<file path="config.mk">
export PLATFORM = sky130hd
export DESIGN_NAME = div_issue_ctrl
export DESIGN_NICKNAME = d
export VERILOG_FILES = /design/src/rtl/div_issue_ctrl.sv
export SDC_FILE = /design/constraint.sdc
export NUM_CORES = 1
export LEC_CHECK = 0
export CAP_MARGIN = 40
export CELL_PAD_IN_SITES_DETAIL_PLACEMENT = 0
export CELL_PAD_IN_SITES_GLOBAL_PLACEMENT = 1
export CORE_MARGIN = 2
export CORE_UTILIZATION = 40
export CTS_BUF_LIST = sky130_fd_sc_hd__clkbuf_8
export DETAILED_ROUTE_END_ITERATION = 10
export GPL_ROUTABILITY_DRIVEN = 0
export PLACE_DENSITY_LB_ADDON = 0.1
export SLEW_MARGIN = 20
export SYNTH_ARGS = -nofsm -noshare
export SYNTH_HDL_FRONTEND = slang
export SYNTH_SLANG_ARGS = --single-unit
</file>
<file path="constraint.sdc">
create_clock -name clk -period 3.12 [get_ports clk]
set_input_delay 0.78 -clock clk [delete_from_list [all_inputs] [get_ports clk]]
set_output_delay 0.78 -clock clk [all_outputs]
set_load 0.01 [all_outputs]
</file>
<file path="src/rtl/div_issue_ctrl.sv">
// div_issue_ctrl: issue/retire control between execute and the iterative divider.
// Divide-by-zero, signed overflow and repeats of the last divider op retire locally.
module div_issue_ctrl #(
  parameter int unsigned XLEN     = 32,
  parameter int unsigned REG_BITS = 5
) (
  input  logic                clk,
  input  logic                rst_n,
  input  logic                in_valid,
  output logic                in_ready,
  input  logic [2:0]          in_op,
  input  logic [XLEN-1:0]     in_rs1,
  input  logic [XLEN-1:0]     in_rs2,
  input  logic [REG_BITS-1:0] in_rd,
  input  logic                flush,
  output logic                stall,
  output logic                div_start,
  output logic [2:0]          div_op,
  output logic [XLEN-1:0]     div_dividend,
  output logic [XLEN-1:0]     div_divisor,
  input  logic                div_busy,
  input  logic                div_finished,
  input  logic [XLEN-1:0]     div_result,
  output logic                wb_valid,
  output logic [REG_BITS-1:0] wb_rd,
  output logic [XLEN-1:0]     wb_data
);

  typedef enum logic [2:0] {
    S_IDLE   = 3'd0,
    S_LAUNCH = 3'd1,
    S_WAIT   = 3'd2,
    S_DONE   = 3'd3,
    S_DRAIN  = 3'd4
  } state_e;

  localparam logic [XLEN-1:0] ALL_ONES = '1;
  localparam logic [XLEN-1:0] INT_MIN  = {1'b1, {(XLEN-1){1'b0}}};

  state_e state_q, state_d;

  logic [2:0]          op_q;
  logic [XLEN-1:0]     rs1_q, rs2_q, res_q;
  logic [REG_BITS-1:0] rd_q;
  logic                div_start_q;

  logic                cache_vld_q;
  logic [2:0]          cache_op_q;
  logic [XLEN-1:0]     cache_rs1_q, cache_rs2_q, cache_res_q;

  logic [REG_BITS-1:0] wb_rd_q;
  logic [XLEN-1:0]     wb_data_q;

  logic            accept;
  logic            fast_hit;
  logic [XLEN-1:0] fast_res;
  logic            load_in, load_res, cache_wr;

  // Handshake: reset and a still-busy divider both block acceptance.
  assign in_ready = rst_n && (state_q == S_IDLE) && !div_busy;
  assign accept   = in_valid && in_ready && in_op[2];
  assign stall    = (in_valid && !in_ready) || (state_q != S_IDLE);

  // Operands to the divider come straight from the latched op so they stay stable.
  assign div_start    = div_start_q;
  assign div_op       = op_q;
  assign div_dividend = rs1_q;
  assign div_divisor  = rs2_q;

  // Writeback strobe can be killed by a same-cycle flush; data holds otherwise.
  assign wb_valid = (state_q == S_DONE) && !flush;
  assign wb_rd    = wb_valid ? rd_q  : wb_rd_q;
  assign wb_data  = wb_valid ? res_q : wb_data_q;

  // Locally resolvable results: divide-by-zero, signed overflow, last-op cache.
  always_comb begin
    fast_hit = 1'b1;
    fast_res = '0;
    if (in_rs2 == '0) begin
      fast_res = in_op[1] ? in_rs1 : ALL_ONES;
    end else if (!in_op[0] && (in_rs1 == INT_MIN) && (in_rs2 == ALL_ONES)) begin
      fast_res = in_op[1] ? '0 : INT_MIN;
    end else if (cache_vld_q && (in_op == cache_op_q) &&
                 (in_rs1 == cache_rs1_q) && (in_rs2 == cache_rs2_q)) begin
      fast_res = cache_res_q;
    end else begin
      fast_hit = 1'b0;
    end
  end

  // Next-state and datapath load enables.
  always_comb begin
    state_d  = state_q;
    load_in  = 1'b0;
    load_res = 1'b0;
    cache_wr = 1'b0;
    unique case (state_q)
      S_IDLE: begin
        if (accept) begin
          load_in = 1'b1;
          state_d = fast_hit ? S_DONE : S_LAUNCH;
        end
      end
      S_LAUNCH: begin
        if (flush) begin
          state_d = div_busy ? S_DRAIN : S_IDLE;
        end else if (div_busy) begin
          state_d = S_WAIT;
        end
      end
      S_WAIT: begin
        if (flush) begin
          state_d = div_finished ? S_IDLE : S_DRAIN;
        end else if (div_finished) begin
          load_res = 1'b1;
          cache_wr = 1'b1;
          state_d  = S_DONE;
        end
      end
      S_DONE:  state_d = S_IDLE;
      S_DRAIN: if (div_finished) state_d = S_IDLE;
      default: state_d = S_IDLE;
    endcase
  end

  // State register and launch request.
  always_ff @(posedge clk or negedge rst_n) begin
    if (!rst_n) begin
      state_q     <= S_IDLE;
      div_start_q <= 1'b0;
    end else begin
      state_q     <= state_d;
      div_start_q <= (state_d == S_LAUNCH);
    end
  end

  // Latched op, result, last-op cache and writeback hold registers.
  always_ff @(posedge clk or negedge rst_n) begin
    if (!rst_n) begin
      op_q        <= '0;
      rs1_q       <= '0;
      rs2_q       <= '0;
      rd_q        <= '0;
      res_q       <= '0;
      cache_vld_q <= 1'b0;
      cache_op_q  <= '0;
      cache_rs1_q <= '0;
      cache_rs2_q <= '0;
      cache_res_q <= '0;
      wb_rd_q     <= '0;
      wb_data_q   <= '0;
    end else begin
      if (load_in) begin
        op_q  <= in_op;
        rs1_q <= in_rs1;
        rs2_q <= in_rs2;
        rd_q  <= in_rd;
        res_q <= fast_res;
      end
      if (load_res) begin
        res_q <= div_result;
      end
      if (cache_wr) begin
        cache_vld_q <= 1'b1;
        cache_op_q  <= op_q;
        cache_rs1_q <= rs1_q;
        cache_rs2_q <= rs2_q;
        cache_res_q <= div_result;
      end
      if (wb_valid) begin
        wb_rd_q   <= rd_q;
        wb_data_q <= res_q;
      end
    end
  end

endmodule

</file>
# [After elaboration in Yosys (flattened, before gate mapping)]
# Cells that the tools add are included.
[totals] latch_bits=0 inputBits=110 wordCells=71 memories=0 romBits=0 ff_bits=245 out_inout_bits=108 ramBits=0
[op_classes] div=0 magnitude_cmp=0 mul=0 n_eq_ne=10 add_sub_neg=0 bitwise_logic=0 reduce_logical=20 muxes=27 shifts=0
[op_table] operator="2-to-1 mux 32 bit" count=8
[op_table] operator="== test 32 bit" count=2
[op_table] operator="== test 32 bit (second input constant)" count=2
[op_table] operator="zero test 32 bit" count=1
[op_table] operator="2-to-1 mux 3 bit" count=8
[op_table] operator="one-hot mux 3 bit (4 select lines)" count=1
[op_table] operator="logical AND 1 bit" count=11
[op_table] operator="2-to-1 mux 1 bit" count=8
[op_table] operator="== test 3 x 1 -> 1 bit (second input constant)" count=2
[op_table] operator="== test 3 x 2 -> 1 bit (second input constant)" count=2
[op_table] operator="2-to-1 mux 5 bit" count=1
[op_table] operator="zero test 1 bit" count=4
[op_table] operator="== test 3 bit" count=1
[op_table] operator="== test 3 bit (second input constant)" count=1
[op_table] operator="zero test 3 bit" count=1
[op_table] operator="nonzero test 3 bit" count=1
[op_table] operator="2-to-1 mux 2 bit" count=1
[op_table] operator="nonzero test 2 bit" count=1
[op_table] operator="logical OR 1 bit" count=1

# [Depth between registers and ports, before layout]
# Gate-level depths: netlist of run 1.
[logic_depth] depth_word=11 ltp_mapped=8 ltp_nobuf=6

# [Least setup slack after synthesis of run 1]
# No wires, ideal clock.
[synth_path] path_type="input-to-output" start="in flush" end="out wb_data[26]" n_path_buf=2 path_slack_ps=197 path_stages=5 t_arrival_ps=2143 t_required_ps=2340 path_cell_list="nor2_1 -> and3_1 -> clkbuf_1 -> buf_2 -> mux2_2"
[synth_between] elab_chain_len=3
[synth_rtl] element="from (decl)" line_no="15" rtl="input logic flush,"
[synth_rtl] element="zero test 1 bit" line_no="71" rtl="assign wb_valid = (state_q == S_DONE) && !flush;"
[synth_rtl] element="logical AND 1 bit" line_no="71"
[synth_rtl] element="via wb_valid" line_no="24" rtl="output logic wb_valid,"
[synth_rtl] element="2-to-1 mux 32 bit"
[synth_rtl] element="to (decl)" line_no="26" rtl="output logic [XLEN-1:0] wb_data"
# The timed path passes the listed nets, and every way through them passes these cells.

# [Worst setup path in the final report of run 1]
[layout_path] start="in flush" end="out wb_data[17]"
[layout_between] elab_chain_len=3
[layout_rtl] element="zero test 1 bit" line_no="71"
[layout_rtl] element="logical AND 1 bit" line_no="71"
[layout_rtl] element="2-to-1 mux 32 bit"
# Every way passes these cells.

==> results_dict.tcl, run 1 <==
set metrics [dict create \
    crit_type "in -> out" \
    netlist_instances 1179 \
    grt_first_pass_wirelength_mm 55.97 \
    clkPwrFrac 0.336 \
    synth_edf_count 0 \
    arrival_ns 2.28 \
    power_density_nw_per_um2 586.4 \
    fp.dieW_um 170.7 \
    intPower_w 0.006307 \
    cts.sinks 245 \
    clock_latency_ns 0.55 \
    start_util 0.4034 \
    worstMarginPinSlew_ns 0.9669 \
    vias 9428 \
    clockBufferDepth 3 \
    fin_hold_ws_ns 0.4648 \
    yosys.area.top_type_share 0.5516 \
    slew_violations 0 \
    die-area_um2 29140 \
    leakage_nw 7.592 \
    netSwitchingPower_w 0.002649 \
    hp-class "reg -> reg" \
    seqPwrFrac 0.460 \
    ctsHtreeMaxLevel 2 \
    syn2layout_area_growth_pct 37.40 \
    period_minus_slack_ns 3.055 \
    n_antenna_cell 0 \
    yosysSeqAreaShare 0.5516 \
    grt_antenna_before_repair 0 \
    ioPinCount 218 \
    ys_types 61 \
    status "complete, no violations" \
    path_max_fanout 10 \
    synthArstFlopShare 1.000 \
    grt_max_degree 173 \
    critical_path.endpoint_type "primary output" \
    syn_avg_cell_area_um2 9.427 \
    layout_commonest_cell "nand2_1" \
    cp_cell_sequence "dlygate4sd2_1 -> nor2_2 -> and3_4 -> buf_12 -> buf_16 -> mux2_2 -> dlygate4sd2_1" \
    timing.slew.headroom 0.3554 \
    coreArea_um2 27550 \
    fin_nets 1585 \
    synth-seq-cells 245 \
    drive_gt1_frac 0.1605 \
    cap_violations 0 \
    setup_viol 0 \
    clock.fmax_mhz 327.3 \
    die_h_um 170.7 \
    wl_per_cell_um 19.29 \
    drtPass1Iterations 6 \
    drtIter0Drc 773 \
    layout_common_cells "nand2_1, dfrtp_1, clkdlybuf4s50_1, buf_4, o21ai_0" \
    wl_mm 36.38 \
    cp.required_ns 2.34 \
    critPathSlowestCell "mux2_2" \
    post-route-worst-setup-slack_ns 0.06458 \
    start_kind "input port" \
    fin_crit_sh 0.9793 \
    finalHoldViolCount 0 \
    crit_buf_inv 4 \
    synth_largest_area_cell "dfrtp_1" \
    root_buffer "clkbuf_8" \
    rsz0062_at_grt "true" \
    drc 0 \
    netlist_area_um2 11110 \
    p_comb_frac 0.205 \
    vias_per_cell 4.999 \
    ys.flop_type "dfrtp_1" \
    cts_tree "built" \
    place.detailed.hpwl_mm 25.39 \
    pre_cts_ws_ns -0.3112 \
    cpLargestDelayFamily "buffers and inverters" \
    synth.area.top_cells "dfrtp_1, nand2_1, mux2_2" \
    ir_drop_v 0.0003379 \
    fin_skew_ns 0.01726 \
    synthesis.nets 1289 \
    yosys_warnings 0 \
    rows 61 \
    slowest_delay_ns 0.34 \
    grt_usage 0.2519 \
    cts_inserted_buffers 45 \
    p_sw_frac 0.2958 \
    io_buffers 217 \
    grt_pass1_vias 9556 \
    final_antenna_net_count 0 \
    gr-total-overflow 0 \
    critical_path.most_common_cell "dlygate4sd2_1" \
    clk_pin_slew_ns 0.06 \
]
==> state kept, by name (all words and copies together), names as in the netlist <==
name and count:
div_divisor 32, cache_vld_q 1, state_q 3, cache_rs1_q 32
div_op 3, wb_data_q 32, div_start 1, res_q 32
cache_op_q 3, cache_rs2_q 32, wb_rd_q 5, cache_res_q 32
rd_q 5, div_dividend 32
==> synth_stat cells, types with 17 or more instances <==
| cell | count |
|---|---|
| inv_1 | 28 |
| o311ai_0 | 17 |
| clkbuf_1 | 49 |
| mux2_2 | 37 |
| o21ai_2 | 19 |
| nand2_1 | 486 |
| nor4_1 | 22 |
| dfrtp_1 | 245 |
| nor2b_1 | 26 |
| xor2_1 | 27 |
| o21ai_0 | 71 |
| xnor2_1 | 21 |
| nand4_1 | 18 |
==> through the flow <==
step	utilization	total power (W)	area, um2	std cells	setup TNS, ns
floorplan	-	0.004888	11110	1179	0
global placement	0.5176	0.005980	14260	1794	-16.88
detailed placement	0.5183	0.006015	14280	1795	-17.81
CTS	0.5548	0.009073	15290	1886	0
global route	0.5542	0.009448	15270	1886	0
finish	0.5542	0.008955	15270	1886	0
==> what timing repair did <==
action / 4_1_cts / 5_1_grt
endpoints found under the hold margin: 1 / 0
gates resized for setup: 56 / 11
buffers inserted: 8 / 0
cloned: 2 / 0
pin swaps: 1 / 0
endpoints found under the setup margin: 38 / 15
hold buffers: 1 / 0
==> cells by family (layout without fill, tap and decap cells) <==
| family | after synthesis | count (layout) | share of synthesized area |
|---|---|---|---|
| buf+inv | 90 | 419 | 0.03569 |
| xor+xnor | 48 | 48 | 0.03783 |
| compound gates | 143 | 143 | 0.09096 |
| mux | 37 | 37 | 0.03749 |
| simple gates | 616 | 616 | 0.2464 |
| flops | 245 | 245 | 0.5516 |
==> power groups by stage <==
stage | sequential [W] | combinational, W | clock, W
2_1_floorplan | 0.00417 | 0.000722 | 0
3_3_place_gp | 0.00415 | 0.00183 | 0
3_5_place_dp | 0.00416 | 0.00185 | 0
4_1_cts | 0.00412 | 0.00186 | 0.00309
5_1_grt | 0.00419 | 0.00203 | 0.00323
6_report | 0.00412 | 0.00183 | 0.00301
==> tightest hold or removal path, stage by stage, from the launching register on <==
cell	delay [ns]
dfrtp_1	0.33
nand2_1	0.05
nand2_1	0.05
==> cell type report <==
cell class                      count  area, um2
Inverter                           28      105.1
Fill cell                        2557      12280
Multi-Input combinational cell    844       4623
Sequential cell                   245       6132
Tap cell                          378      473.0
Timing Repair Buffer              311       3052
Clock buffer                       58      798.3
Clock inverter                     22      87.58
==> worst paths after layout <==
check / start / to / slack [ns] / cells after the start
worst max-delay path: flush / wb_data[17] / 0.06 / 7
worst min-delay path: cache_res_q[8] / cache_res_q[8] / 0.46 / 2
worst max register to register: state_q[1] / res_q[18] / 0.77 / 7
worst min register to register: cache_res_q[8] / cache_res_q[8] / 0.46 / 2
max in group asynchronous: rst_n / div_dividend[2] / 1.36 / 3
min in group asynchronous: rst_n / state_q[2] / 0.62 / 2
==> per-layer routing <==
| metal | global-route usage | up-vias | routed length, um |
|---|---|---|---|
| met1 | 0.3520 | 4612 | 16640 |
| met3 | 0.04650 | 45 | 1951 |
| met4 | 0.06057 | 0 | 630 |
| met2 | 0.4068 | 254 | 17160 |
| li1 | - | 4517 | - |
| met5 | 0 | - | 0 |
(Power assumes the default switching activity.)
==> inputs of run 2 (changes only) <==
--- a/config.mk
+++ b/config.mk
@@ -14,6 +14,7 @@
 export DETAILED_ROUTE_END_ITERATION = 10
 export GPL_ROUTABILITY_DRIVEN = 0
 export PLACE_DENSITY_LB_ADDON = 0.1
+export RECOVER_POWER = 50
 export SLEW_MARGIN = 20
 export SYNTH_ARGS = -nofsm -noshare
 export SYNTH_HDL_FRONTEND = slang
==> results_dict.tcl, run 2 (same netlist as run 1, synthesis figures left out) <==
set metrics [dict create \
    status "finished, violations left" \
    violations "capacitance limit, slew limit" \
    grt_max_degree 173 \
    grt_pass1_vias 9556 \
    ctsHtreeMaxLevel 2 \
    place.detailed.hpwl_mm 25.39 \
    fin_setup_tns_ns 0 \
    die-area_um2 29140 \
    arrival_ns 2.28 \
    instances_no_fill 1886 \
    fin_skew_ns 0.01717 \
    ioPinCount 218 \
    clock.fmax_mhz 327.2 \
    die_h_um 170.7 \
    start_kind "input port" \
    clockBufferDepth 3 \
    drc 0 \
    crit_type "in -> out" \
    cts_inserted_buffers 45 \
    vias 9426 \
    timing.slew.headroom -0.2010 \
    clock_latency_ns 0.55 \
    place_inst 1795 \
    rows 61 \
    root_buffer "clkbuf_8" \
    post-route-worst-setup-slack_ns 0.06398 \
    grt_first_pass_wirelength_mm 55.97 \
    drtPass1Iterations 5 \
    rsz0062_at_grt "true" \
    ir_drop_v 0.0003379 \
    grt_antenna_before_repair 0 \
    grt_usage 0.2519 \
    start_util 0.4034 \
    setup_viol 0 \
    drive_gt1_frac 0.1598 \
    clk_pin_slew_ns 0.06 \
    syn2layout_area_growth_pct 37.36 \
    leakage_nw 7.588 \
    period_minus_slack_ns 3.056 \
    n_fill_cell 2557 \
    power_density_nw_per_um2 586.6 \
    wl_mm 36.36 \
    finalHoldViolCount 0 \
    io_buffers 217 \
    cap_violations 1 \
    vias_per_cell 4.998 \
    fp.dieW_um 170.7 \
    n_antenna_cell 0 \
    power_w 0.008955 \
    cp.required_ns 2.34 \
    final_antenna_net_count 0 \
    coreArea_um2 27550 \
    cts.sinks 245 \
    slew_violations 30 \
    path_max_fanout 10 \
    pre_cts_ws_ns -0.3112 \
    drtIter0Drc 773 \
    utilization 0.5541 \
    worstMarginPinSlew_ns 1.802 \
    fin_nets 1585 \
    fin_crit_sh 0.9795 \
    hp-class "reg -> reg" \
    gr-total-overflow 0 \
    layout_commonest_cell "nand2_1" \
    layout_common_cells "nand2_1, dfrtp_1, clkdlybuf4s50_1, buf_4, o21ai_0" \
    cts_tree "built" \
    wl_per_cell_um 19.28 \
    critical_path.endpoint_type "primary output" \
]
[run 2: cell types whose count changed in the layout (fill, tap and decap cells not counted)]
cell      before  now
clkbuf_1       0    1
buf_4         77   76
[run 2: report_power, final]
group	switching (W)	internal [W]	total, W
clock network	0.00135	0.00165	0.00301
registers	0.000382	0.00374	0.00412
logic	0.000913	0.000918	0.00183
[run 2: worst paths after layout]
check | cells past startpoint | from | slack (ns) | to
hold reg to reg | 2 | cache_res_q[8] | 0.46 | cache_res_q[8]
max in group asynchronous | 3 | rst_n | 0.62 | res_q[10]
min in group asynchronous | 2 | rst_n | 0.62 | state_q[2]
hold / removal | 2 | cache_res_q[8] | 0.46 | cache_res_q[8]
setup / recovery | 7 | flush | 0.06 | wb_data[17]
setup reg to reg | 7 | state_q[1] | 0.77 | res_q[18]
[run 2: metrics by stage]
stage / hold slack, ns / instance area, um2
final: 0.4648 / 15270
after global routing: 0.5006 / 15270
after CTS: 0.4702 / 15290
after detailed placement: 0.4563 / 14280
after global placement: 0.4489 / 14260
after floorplan: 0.4343 / 11110
[run 2: critical path: stages]
cell and delay, ns:
dlygate4sd2_1 0.26, nor2_2 0.11, and3_4 0.23, buf_12 0.13, buf_16 0.14, mux2_2 0.34
dlygate4sd2_1 0.28
[run 2: cell type report]
class | count | area [um2] | share of cell area
sequential | 245 | 6132 | 0.4017
clock inverter | 22 | 87.58 | 0.005737
timing repair buffer | 311 | 3048 | 0.1996
clock buffer | 58 | 798.3 | 0.05229
tap | 378 | 473.0 | 0.03098
multi-input combinational | 844 | 4623 | 0.3028
inverter | 28 | 105.1 | 0.006884
[run 2: metal layers]
layer	vias to the layer above	wire [um]	global-route usage
met4	0	630	0.06057
met2	258	17140	0.4068
met3	45	1903	0.04650
met5	-	0	0
met1	4606	16690	0.3520
li1	4517	-	-
[run 2: repair_timing]
item / in CTS / in global routing
buffers inserted: 8 / 0
hold buffers: 1 / 0
setup endpoints to repair: 38 / 15
hold endpoints to repair: 1 / 0
cloned: 2 / 0
gates resized for setup: 56 / 11
pin swaps: 1 / 0
==> inputs of run 3 (changes only) <==
--- a/config.mk
+++ b/config.mk
@@ -13,7 +13,8 @@
 export CTS_BUF_LIST = sky130_fd_sc_hd__clkbuf_8
 export DETAILED_ROUTE_END_ITERATION = 10
 export GPL_ROUTABILITY_DRIVEN = 0
-export PLACE_DENSITY_LB_ADDON = 0.1
+export MAX_ROUTING_LAYER = met4
+export PLACE_DENSITY_LB_ADDON = 0.12
 export RECOVER_POWER = 50
 export SLEW_MARGIN = 20
 export SYNTH_ARGS = -nofsm -noshare
==> results_dict.tcl, run 3 (same netlist as run 1, synthesis figures left out) <==
set metrics [dict create \
    vias_per_cell 5.050 \
    arrival_ns 2.27 \
    wl_mm 36.83 \
    ctsHtreeMaxLevel 2 \
    finalHoldViolCount 0 \
    fin_hold_ws_ns 0.4662 \
    die_h_um 170.7 \
    ir_drop_v 0.0003023 \
    leakage_nw 7.418 \
    cts_tree "built" \
    clock.fmax_mhz 327.7 \
    grt_max_degree 165 \
    place.detailed.hpwl_mm 25.23 \
    critical_path.most_common_cell "dlygate4sd2_1" \
    drive_gt1_frac 0.1592 \
    post-route-worst-setup-slack_ns 0.06857 \
    fin_setup_tns_ns 0 \
    clk_pin_slew_ns 0.06 \
    cap_violations 2 \
    root_buffer "clkbuf_8" \
    drtPass1Iterations 5 \
    grt_usage 0.2620 \
    fp.dieW_um 170.7 \
    start_kind "input port" \
    pre_cts_ws_ns -0.3062 \
    io_buffers 217 \
    multi_input_area_um2 4613 \
    grt_antenna_before_repair 1 \
    ioPinCount 218 \
    die-area_um2 29140 \
    critPathSlowestCell "mux2_2" \
    coreArea_um2 27550 \
    slowest_delay_ns 0.35 \
    drtIter0Drc 769 \
    layout_commonest_cell "nand2_1" \
    rows 61 \
    cp_cell_sequence "dlygate4sd2_1 -> nor2_2 -> and3_4 -> buf_12 -> buf_16 -> mux2_2 -> dlygate4sd2_1" \
    period_minus_slack_ns 3.051 \
    final_antenna_net_count 0 \
    grt_pass1_vias 9351 \
    timing.slew.headroom -0.5484 \
    vias 9434 \
    slew_violations 204 \
    crit_buf_inv 4 \
    cpLargestDelayFamily "buffers and inverters" \
    layout_common_cells "nand2_1, dfrtp_1, clkdlybuf4s50_1, o21ai_0, buf_4" \
    setup_viol 0 \
    syn2layout_area_growth_pct 35.81 \
    crit_type "in -> out" \
    fin_skew_ns 0.01328 \
    status "finished, violations left" \
    wl_per_cell_um 19.71 \
    clockBufferDepth 3 \
    gr-total-overflow 0 \
    power_w 0.008763 \
    grt_first_pass_wirelength_mm 55.94 \
    worstMarginPinSlew_ns 2.323 \
    fin_nets 1581 \
    clock_latency_ns 0.55 \
    path_max_fanout 11 \
    seqCellArea_um2 6132 \
    start_util 0.4034 \
    drc 0 \
    power_density_nw_per_um2 580.5 \
    violations "capacitance limit, slew limit" \
    cp.required_ns 2.34 \
    cts_inserted_buffers 45 \
    rsz0062_at_grt "false" \
    critical_path.endpoint_type "primary output" \
    fin_crit_sh 0.9780 \
    hp-class "reg -> reg" \
    n_fill_cell 2551 \
    cts.sinks 245 \
]
## run 3: cell types whose count changed in the layout (fill, tap and decap cells not counted), sizes merged
cell	delta
dlygate4sd2	-15
inv	-10
clkdlybuf4s15	+4
buf	+2
clkbuf	-1
clkdlybuf4s50	+1
diode	+1
dlygate4sd3	+1
dlymetal6s2s	-1
## run 3: per-stage QoR
stage,utilization,instances,area [um2]
after CTS,0.5488,1866,15120
after floorplan,-,1179,11110
final,0.5478,1868,15090
after global placement,0.5166,1792,14230
after global routing,0.5478,1868,15090
after detailed placement,0.5173,1793,14250
## run 3: power breakdown
| part | leakage (nW) | switching, W | internal (W) | total (W) |
|---|---|---|---|---|
| clock network | 0.438 | 0.00131 | 0.00150 | 0.00282 |
| registers | 3.21 | 0.000377 | 0.00374 | 0.00411 |
| logic | 3.77 | 0.000917 | 0.000915 | 0.00183 |
## run 3: final timing paths
| kind | from | to | slack, ns | depth (start not counted) |
|---|---|---|---|---|
| setup / recovery | flush | wb_data[20] | 0.07 | 7 |
| hold / removal | cache_res_q[12] | cache_res_q[12] | 0.47 | 2 |
| setup reg to reg | state_q[1] | res_q[19] | 0.50 | 5 |
| hold reg to reg | cache_res_q[12] | cache_res_q[12] | 0.47 | 2 |
| max in group asynchronous | rst_n | cache_res_q[26] | 0.60 | 2 |
| min in group asynchronous | rst_n | state_q[0] | 0.60 | 2 |
## run 3: metal layers
layer / track usage / routed length, um / vias up
li1: - / - / 4495
met1: 0.3647 / 17200 / 4649
met2: 0.3982 / 17100 / 245
met3: 0.04603 / 1835 / 45
met4: 0.06689 / 692 / 0
met5: - / 0 / -
## run 3: final cells by class
class,instances,share of cell area
inverter,28,0.006963
timing repair buffer,307,0.1980
clock inverter,12,0.003316
multi-input combinational,844,0.3056
tap,378,0.03133
sequential,245,0.4062
clock buffer,53,0.04833
antenna,1,0.0001658
## run 3: repair_timing
action / 4_1_cts / 5_1_grt
cloned: 3 / 0
hold buffers: 1 / 1
endpoints found under the hold margin: 1 / 3
endpoints found under the setup margin: 38 / 11
setup buffers: 4 / 0
pin swaps: 1 / 0
gates resized for setup: 104 / 2
## run 3: worst register-to-register path, cell delays in order (launching register included)
cell and delay [ns]:
dfrtp_1 0.49, nor2b_1 0.32, and3_1 0.41, clkbuf_4 0.91
a222oi_1 0.26, o21ai_0 0.13
